**src/rtl/mips_multicycle.sv**
```systemverilog
// Multi-cycle MIPS core: one FSM sequences fetch/decode/exec/mem/wb over a shared ready-handshake
// bus. Define MIPS_MC_JUMP_EN to execute opcode 000010 as J; otherwise it is illegal and halts.
module mips_multicycle #(
  parameter int unsigned ADDR_W   = 16,
  parameter logic [31:0] RESET_PC = 32'h0,
  parameter int unsigned REGOUT_W = 12
) (
  input  logic                clk,
  input  logic                rst,
  output logic                mem_req,
  output logic                mem_we,
  output logic [ADDR_W-1:0]   mem_addr,
  output logic [31:0]         mem_wdata,
  input  logic [31:0]         mem_rdata,
  input  logic                mem_ready,
  input  logic [4:0]          dbg_sel,
  output logic [REGOUT_W-1:0] regout,
  output logic                retire,
  output logic                halted
);

  typedef enum logic [2:0] {StFetch, StDecode, StExec, StMem, StWb, StHalt} state_e;

  localparam logic [5:0] OpRtype = 6'h00;
  localparam logic [5:0] OpLw    = 6'h23;
  localparam logic [5:0] OpSw    = 6'h2b;
  localparam logic [5:0] OpBeq   = 6'h04;
  localparam logic [5:0] OpBne   = 6'h05;
`ifdef MIPS_MC_JUMP_EN
  localparam logic [5:0] OpJ     = 6'h02;
`endif

  state_e            state_q, state_d;
  logic [ADDR_W-1:0] pc_q, pc_d;
  logic [31:0]       ir_q, ir_d;
  logic [31:0]       a_q, a_d;
  logic [31:0]       b_q, b_d;
  logic [31:0]       alu_q, alu_d;
  logic [31:0]       mdr_q, mdr_d;
  logic              retire_q, retire_d;
  logic [31:0]       regs_q [32];

  logic              rf_we;
  logic [4:0]        rf_waddr;
  logic [31:0]       rf_wdata;

  logic [5:0]        op, funct;
  logic [4:0]        rs, rt, rd, shamt;
  logic [15:0]       imm;
  logic              is_rtype, is_lw, is_sw, is_bne, funct_legal, op_legal;
  logic [31:0]       alu_res;
  logic [ADDR_W-1:0] eff_addr, br_target;

  assign op    = ir_q[31:26];
  assign rs    = ir_q[25:21];
  assign rt    = ir_q[20:16];
  assign rd    = ir_q[15:11];
  assign shamt = ir_q[10:6];
  assign funct = ir_q[5:0];
  assign imm   = ir_q[15:0];

  assign is_rtype = (op == OpRtype);
  assign is_lw    = (op == OpLw);
  assign is_sw    = (op == OpSw);
  assign is_bne   = (op == OpBne);

  always_comb begin
    funct_legal = 1'b0;
    alu_res     = '0;
    case (funct)
      6'h20: begin funct_legal = 1'b1; alu_res = a_q + b_q;      end
      6'h22: begin funct_legal = 1'b1; alu_res = a_q - b_q;      end
      6'h24: begin funct_legal = 1'b1; alu_res = a_q & b_q;      end
      6'h25: begin funct_legal = 1'b1; alu_res = a_q | b_q;      end
      6'h00: begin funct_legal = 1'b1; alu_res = b_q << shamt;   end
      6'h02: begin funct_legal = 1'b1; alu_res = b_q >> shamt;   end
      default: ;
    endcase
  end

`ifdef MIPS_MC_JUMP_EN
  assign op_legal = (is_rtype && funct_legal) || is_lw || is_sw || (op == OpBeq) || is_bne ||
                    (op == OpJ);
`else
  assign op_legal = (is_rtype && funct_legal) || is_lw || is_sw || (op == OpBeq) || is_bne;
`endif

  // Word-aligned effective address and branch target, both wrapping in the ADDR_W space.
  assign eff_addr  = ADDR_W'(a_q + {{16{imm[15]}}, imm}) & ~ADDR_W'(3);
  assign br_target = pc_q + ADDR_W'({{14{imm[15]}}, imm, 2'b00});

  always_comb begin
    state_d  = state_q;
    pc_d     = pc_q;
    ir_d     = ir_q;
    a_d      = a_q;
    b_d      = b_q;
    alu_d    = alu_q;
    mdr_d    = mdr_q;
    retire_d = 1'b0;
    rf_we    = 1'b0;
    rf_waddr = '0;
    rf_wdata = '0;
    case (state_q)
      StFetch: begin
        if (mem_ready) begin
          ir_d    = mem_rdata;
          pc_d    = pc_q + ADDR_W'(4);
          state_d = StDecode;
        end
      end
      StDecode: begin
        a_d     = regs_q[rs];
        b_d     = regs_q[rt];
        state_d = op_legal ? StExec : StHalt;
      end
      StExec: begin
        if (is_rtype) begin
          alu_d   = alu_res;
          state_d = StWb;
        end else if (is_lw || is_sw) begin
          alu_d   = 32'(eff_addr);
          state_d = StMem;
        end else begin
          if (op == OpBeq || is_bne) begin
            if ((a_q == b_q) ^ is_bne) pc_d = br_target;
`ifdef MIPS_MC_JUMP_EN
          end else begin
            pc_d = ADDR_W'({4'(32'(pc_q) >> 28), ir_q[25:0], 2'b00});
`endif
          end
          retire_d = 1'b1;
          state_d  = StFetch;
        end
      end
      StMem: begin
        if (mem_ready) begin
          if (is_sw) begin
            retire_d = 1'b1;
            state_d  = StFetch;
          end else begin
            mdr_d   = mem_rdata;
            state_d = StWb;
          end
        end
      end
      StWb: begin
        rf_we    = 1'b1;
        rf_waddr = is_rtype ? rd : rt;
        rf_wdata = is_rtype ? alu_q : mdr_q;
        retire_d = 1'b1;
        state_d  = StFetch;
      end
      StHalt:  state_d = StHalt;
      default: state_d = StHalt;
    endcase
  end

  always_ff @(posedge clk or posedge rst) begin
    if (rst) begin
      state_q  <= StFetch;
      pc_q     <= ADDR_W'(RESET_PC);
      ir_q     <= '0;
      a_q      <= '0;
      b_q      <= '0;
      alu_q    <= '0;
      mdr_q    <= '0;
      retire_q <= 1'b0;
      regs_q   <= '{default: '0};
    end else begin
      state_q  <= state_d;
      pc_q     <= pc_d;
      ir_q     <= ir_d;
      a_q      <= a_d;
      b_q      <= b_d;
      alu_q    <= alu_d;
      mdr_q    <= mdr_d;
      retire_q <= retire_d;
      if (rf_we && (rf_waddr != 5'd0)) regs_q[rf_waddr] <= rf_wdata;
    end
  end

  // Bus outputs are gated by rst so a reset mid-transfer drops the request immediately.
  always_comb begin
    mem_req   = 1'b0;
    mem_we    = 1'b0;
    mem_addr  = '0;
    mem_wdata = '0;
    if (!rst) begin
      case (state_q)
        StFetch: begin
          mem_req  = 1'b1;
          mem_addr = pc_q;
        end
        StMem: begin
          mem_req   = 1'b1;
          mem_addr  = alu_q[ADDR_W-1:0];
          mem_we    = is_sw;
          mem_wdata = is_sw ? b_q : '0;
        end
        default: ;
      endcase
    end
  end

  assign regout = regs_q[dbg_sel][REGOUT_W-1:0];
  assign retire = retire_q;
  assign halted = (state_q == StHalt);

endmodule

```
**config.mk**
```make
export PLATFORM = sky130hd
export DESIGN_NAME = mips_multicycle
export DESIGN_NICKNAME = d
export VERILOG_FILES = /design/src/rtl/mips_multicycle.sv
export SDC_FILE = /design/constraint.sdc
export NUM_CORES = 2
export LEC_CHECK = 0
export BUFFER_PORTS_ARGS = -buffer_cell sky130_fd_sc_hd__buf_2
export CAP_MARGIN = 20
export CORE_MARGIN = 2
export CORE_UTILIZATION = 30
export DETAILED_ROUTE_END_ITERATION = 7
export GPL_TIMING_DRIVEN = 0
export HOLD_SLACK_MARGIN = 0.1
export PLACE_DENSITY = 0.46
export SLEW_MARGIN = 30
export SYNTH_ARGS = -nofsm -noshare
export SYNTH_HDL_FRONTEND = slang
export SYNTH_SLANG_ARGS = --single-unit
```
**constraint.sdc**
```tcl
create_clock -name clk -period 111.2 [get_ports clk]
set_input_delay 27.8 -clock clk [delete_from_list [all_inputs] [get_ports clk]]
set_output_delay 27.8 -clock clk [all_outputs]
set_load 0.02 [all_outputs]
```
; ---- Yosys cells after proc, flatten, opt, wreduce, memory -nomap -nowiden
; Index checks and enable logic that the tools add are counted.
[word_totals]
register_bits = 1204
word_cells = 151
[classes]
n_addsub = 5
n_lt_le_gt_ge = 5
eq_ne = 21
shifts = 2
mux = 48
bitwise = 8
reduce_logical = 22
[ops]
columns = op, count
row1 = 1024-bit bitwise mux, 1
row2 = 32-bit binary-select mux with 5-bit select, 3
row3 = 32-bit two-way mux, 12
row4 = 32-bit one-hot mux with 6 select lines, 1
row5 = 32-bit demux with 5-bit select, 1
row6 = 16-bit two-way mux, 6
row7 = 16-bit one-hot mux with 2 select lines, 2
row8 = "6-bit equality test, second input constant", 6
row9 = 16-bit adder, 2
row10 = 32-bit adder, 1
row11 = 32-bit AND, 1
row12 = 32-bit equality test, 1
row13 = 32-bit OR, 1
row14 = 32-bit by 5-bit left shift with 32-bit output, 1
row15 = 32-bit by 5-bit >> shifter with 32-bit output, 1
row16 = 32-bit subtractor, 1
row17 = "6-bit >= comparator, second input constant", 4
row18 = 12-bit two-way mux, 2
row19 = 5-bit inverter with 6-bit output, 4
row20 = "16-bit by 3-bit adder with 16-bit output, second input constant", 1
row21 = 3-bit two-way mux, 5
row22 = 3-bit one-hot mux with 5 select lines, 1
row23 = "6-bit by 3-bit equality test with 1-bit output, second input constant", 2
row24 = 6-bit zero test, 2
row25 = other kinds (22), 49

; ---- Longest topological paths before layout
[logic_depth]
ltp_word = 10
mapped_depth = 16

; ---- Worst setup path after synthesis
; No wires, ideal clock.
[synth_timing]
path_type = input -> output
start = input rst
end = output mem_addr[0]
t_arrival_ps = 55260
t_required_ps = 83400
path_slack_ps = 28140
stages = 3
path_buffers = 1
cell_sequence = clkbuf_1 inv_1 and3_1
[synth_between]
elab_chain_len = 1
[synth_rtl]
columns = element, line_no
row1 = "start, declared", 9  ; input logic rst,
row2 = 16-bit two-way mux, 189  ; if (!rst) begin
row3 = "end, declared", 12  ; output logic [ADDR_W-1:0] mem_addr,
; Every way passes these cells.

; ---- Worst setup path after layout
[layout_timing]
start = input dbg_sel[1]
end = output regout[6]
[layout_between]
elab_chain_len = 4
[layout_rtl]
columns = element, line_no
row1 = "start, declared", 16  ; input logic [4:0] dbg_sel,
row2 = 5-bit inverter with 6-bit output (not written as such), 206  ; assign regout = regs_q[dbg_sel][REGOUT_W-1:0];
row3 = 32-bit binary-select mux with 5-bit select, 206
row4 = 12-bit two-way mux (not written as such) (2 in a row), 206
row5 = "end, declared", 17  ; output logic [REGOUT_W-1:0] regout,
; Every way passes these cells. The select of a mux whose other input is x is not followed.

==> metrics.csv <==
stage;metric;value;unit
final_layout;seq_area;30100;um2
die;start_util;0.302;
global_routing;grt_pass1_wl;485000;um
critical_path;endpoint_kind;output pin;
final_layout;finish.utilization;0.346;
clock_network;path_clk_slew;0.05;ns
die;die_area;246000;um2
final_layout;drive_gt1_frac;0.236;
clock_network;clkSinkCount;1202;
synth;syn_avg_cell_area;11.0;um2
critical_path;cp_cell_sequence;clkbuf_1 -> clkbuf_1 -> buf_1 -> mux4_2 -> mux4_2 -> mux2_2 -> buf_2;
critical_path;max_stage_delay;0.89;ns
power;finalPower;1950;uW
synth;synth_area;72600;um2
critical_path;r2r-start;b_q[9];
power;p_leak;0.0336;uW
worst_hold_path;min-delay-start;regs_q[1020];
clock_network;clk_latency;0.85;ns
power;powerDensity;23.4;nW/um2
timing;layout_min_cycle_time;58.96;ns
placed_design;placed_cells;9933;
drt;drt_first_pass_iters;5;
synth;ys_ff_latch;1202;
clock_network;htreeDepth;4;
drt;met2_length;154000;um
clock_network;cts_setup_buffers;0;
drt;antenna_left;0;
synth;synth.top_cells.by_area;dfrtp_1 41%, mux4_2 25%, nand2_1 6.9%;
critical_path;worstPathArrival;31.16;ns
clock_network;tritoncts;built;
timing;tightest_slew;1.12;ns
placed_design;hpwl;275000;um
timing;relSlewSlack;0.251;
drt;vias;60900;
timing;finalSetupViolCount;0;
synth;syn_inst;6602;
synth;yosysTopAreaCell;dfrtp_1;
drt;dr.max_layer_used;met5;
die;io_pins;104;
clock_network;cts_hold_buf;0;
drt;viasPerCell;5.97;
clock_network;clk_path_buf_depth;3;
timing;hold_viol_final;0;
synth;async_reset_ff_frac;1.00;
drt;drc;0;
critical_path;cp_slowest_cell;buf_1;
global_routing;antenna_found_initial;32;
power;ir_drop;0.0000185;V
timing;post-route-period-util;0.530;
placed_design;place.gp.congestion;0.980;
placed_design;portBuffers;98;
critical_path;cp-start-kind;primary input;
synth;synth_edf_count;0;
final_layout;multi_input_area;39200;um2
timing;skew;0.0618;ns
flow_run;cap_viol_max_count;0;
global_routing;grt_pass1_vias;59800;
synth;syn_nets;6776;
synth;ys_seq_area_frac;0.415;
critical_path;worstPathRequired;83.40;ns
die;placementRows;180;
synth;ys.flop_type;dfrtp_1;
placed_design;placedInstanceArea;78400;um2
clock_network;root_buffer;clkbuf_16;
outcome;outcome;complete, no violations;
global_routing;grt_usage;0.282;
drt;dr.first_iter.drc_count;7340;
critical_path;cp-startpoint;dbg_sel[1];
critical_path;cp_max_fo;10;
drt;wl_met3;37400;um
drt;wl_met1;144000;um
synth;ys_warn_count;0;
final_layout;layout.cells.non_filler;10200;
drt;drt_wl_total;350000;um
global_routing;grt.overflow.total;0;
die;die_w;496;um
synth;synth_top_area_share;0.415;
final_layout;stdcell_area;83300;um2
timing;grt_setup_unrepaired;no;
synth;yosysUniqueCellTypes;93;
clock_network;ctsResizeCount;0;
final_layout;nets;7072;
timing;timing.setup.tns;0;ns
die;core_area;241000;um2
worst_hold_path;worstHoldPathType;register to register;
timing;report.final.slew_viol_count;0;
final_layout;fillers;24300;
drt;wl_per_cell;34.3;um
critical_path;r2r.worst_path.cells;11;
die;die_y;496;um
clock_network;cts_buffers;147;
global_routing;grt_max_degree;95;
worst_hold_path;holdPathStages;1;
critical_path;worstSetupPathType;primary input to output pin;
timing;max_freq;0.0170;GHz
final_layout;area_growth_syn_to_layout;14.8;%
[per-stage QoR]
| stage | worst slack, ns | hold slack (ns) |
|---|---|---|
| floorplan | 28.14 | 0.441 |
| global placement | 16.62 | 0.452 |
| detailed placement | 52.39 | 0.464 |
| CTS | 52.36 | 0.482 |
| global route | 52.32 | 0.506 |
| finish | 52.24 | 0.480 |
[state kept, by name, summed over array words and instances (netlist names)]
register,count
a_q,32
alu_q,32
b_q,32
ir_q,32
mdr_q,32
pc_q,14
regs_q,1024
retire,1
state_q,3
[final timing paths]
path                                 to  slack, ns
max                           regout[6]      52.24
min                        regs_q[1020]       0.48
max reg2reg                   alu_q[31]     106.01
min reg2reg                regs_q[1020]       0.48
max in group asynchronous   regs_q[146]      81.27
min in group asynchronous    state_q[0]      27.20
[layer usage]
| metal | global-route usage | vias up |
|---|---|---|
| met5 | 0 | - |
| met4 | 0.103 | 12 |
| met1 | 0.380 | 32200 |
| met3 | 0.0888 | 647 |
| li1 | - | 24900 |
| met2 | 0.425 | 3103 |
[report_power, final]
part           leakage [uW]  switching (uW)  internal (uW)
Sequential           0.0166            54.4            460
Clock               0.00234             214            274
Combinational        0.0147             639            308
[cells by family after synthesis]
kind of cell | share of synthesized area
fa+ha+maj | 0.0234
flops | 0.415
simple gates | 0.108
mux | 0.278
xor+xnor | 0.00362
buf+inv | 0.0461
compound gates | 0.127
[synth_stat cells, types with 27 or more instances]
library cell	n
a21oi_1	176
o21ai_2	58
buf_2	34
mux4_2	810
nor2_1	260
nand2_1	1333
buf_1	92
nand3_1	39
mux2i_1	73
inv_1	109
nor4_1	45
a31oi_1	45
dfrtp_1	1202
nor3_1	49
clkbuf_1	479
o21ai_0	664
o21ai_1	365
a211oi_1	27
mux2_2	104
ha_1	131
buf_6	49
[worst max-delay path, delay by kind of cell]
kind                   cells  cell delay (ns)
buffers and inverters      4             1.99
muxes                      3             1.34
[placed cells by master (no fill, tap or decap), types with 131 or more instances in the layout]
master,instances
a21oi_1,176
buf_2,181
clkbuf_1,428
clkbuf_16,148
dfrtp_1,1202
ha_1,131
mux4_2,810
nand2_1,1332
nor2_1,259
o21ai_0,662
o21ai_1,367
[final cells by class]
class / instances / share of cell area
antenna: 14 / 0.000421
buffer: 662 / 0.0374
clock buffer: 221 / 0.0516
clock inverter: 39 / 0.00585
inverter: 111 / 0.00509
multi-input combinational: 4627 / 0.471
sequential: 1202 / 0.361
tap: 3185 / 0.0479
timing repair buffer: 147 / 0.0197
(Power assumes the default switching activity.)
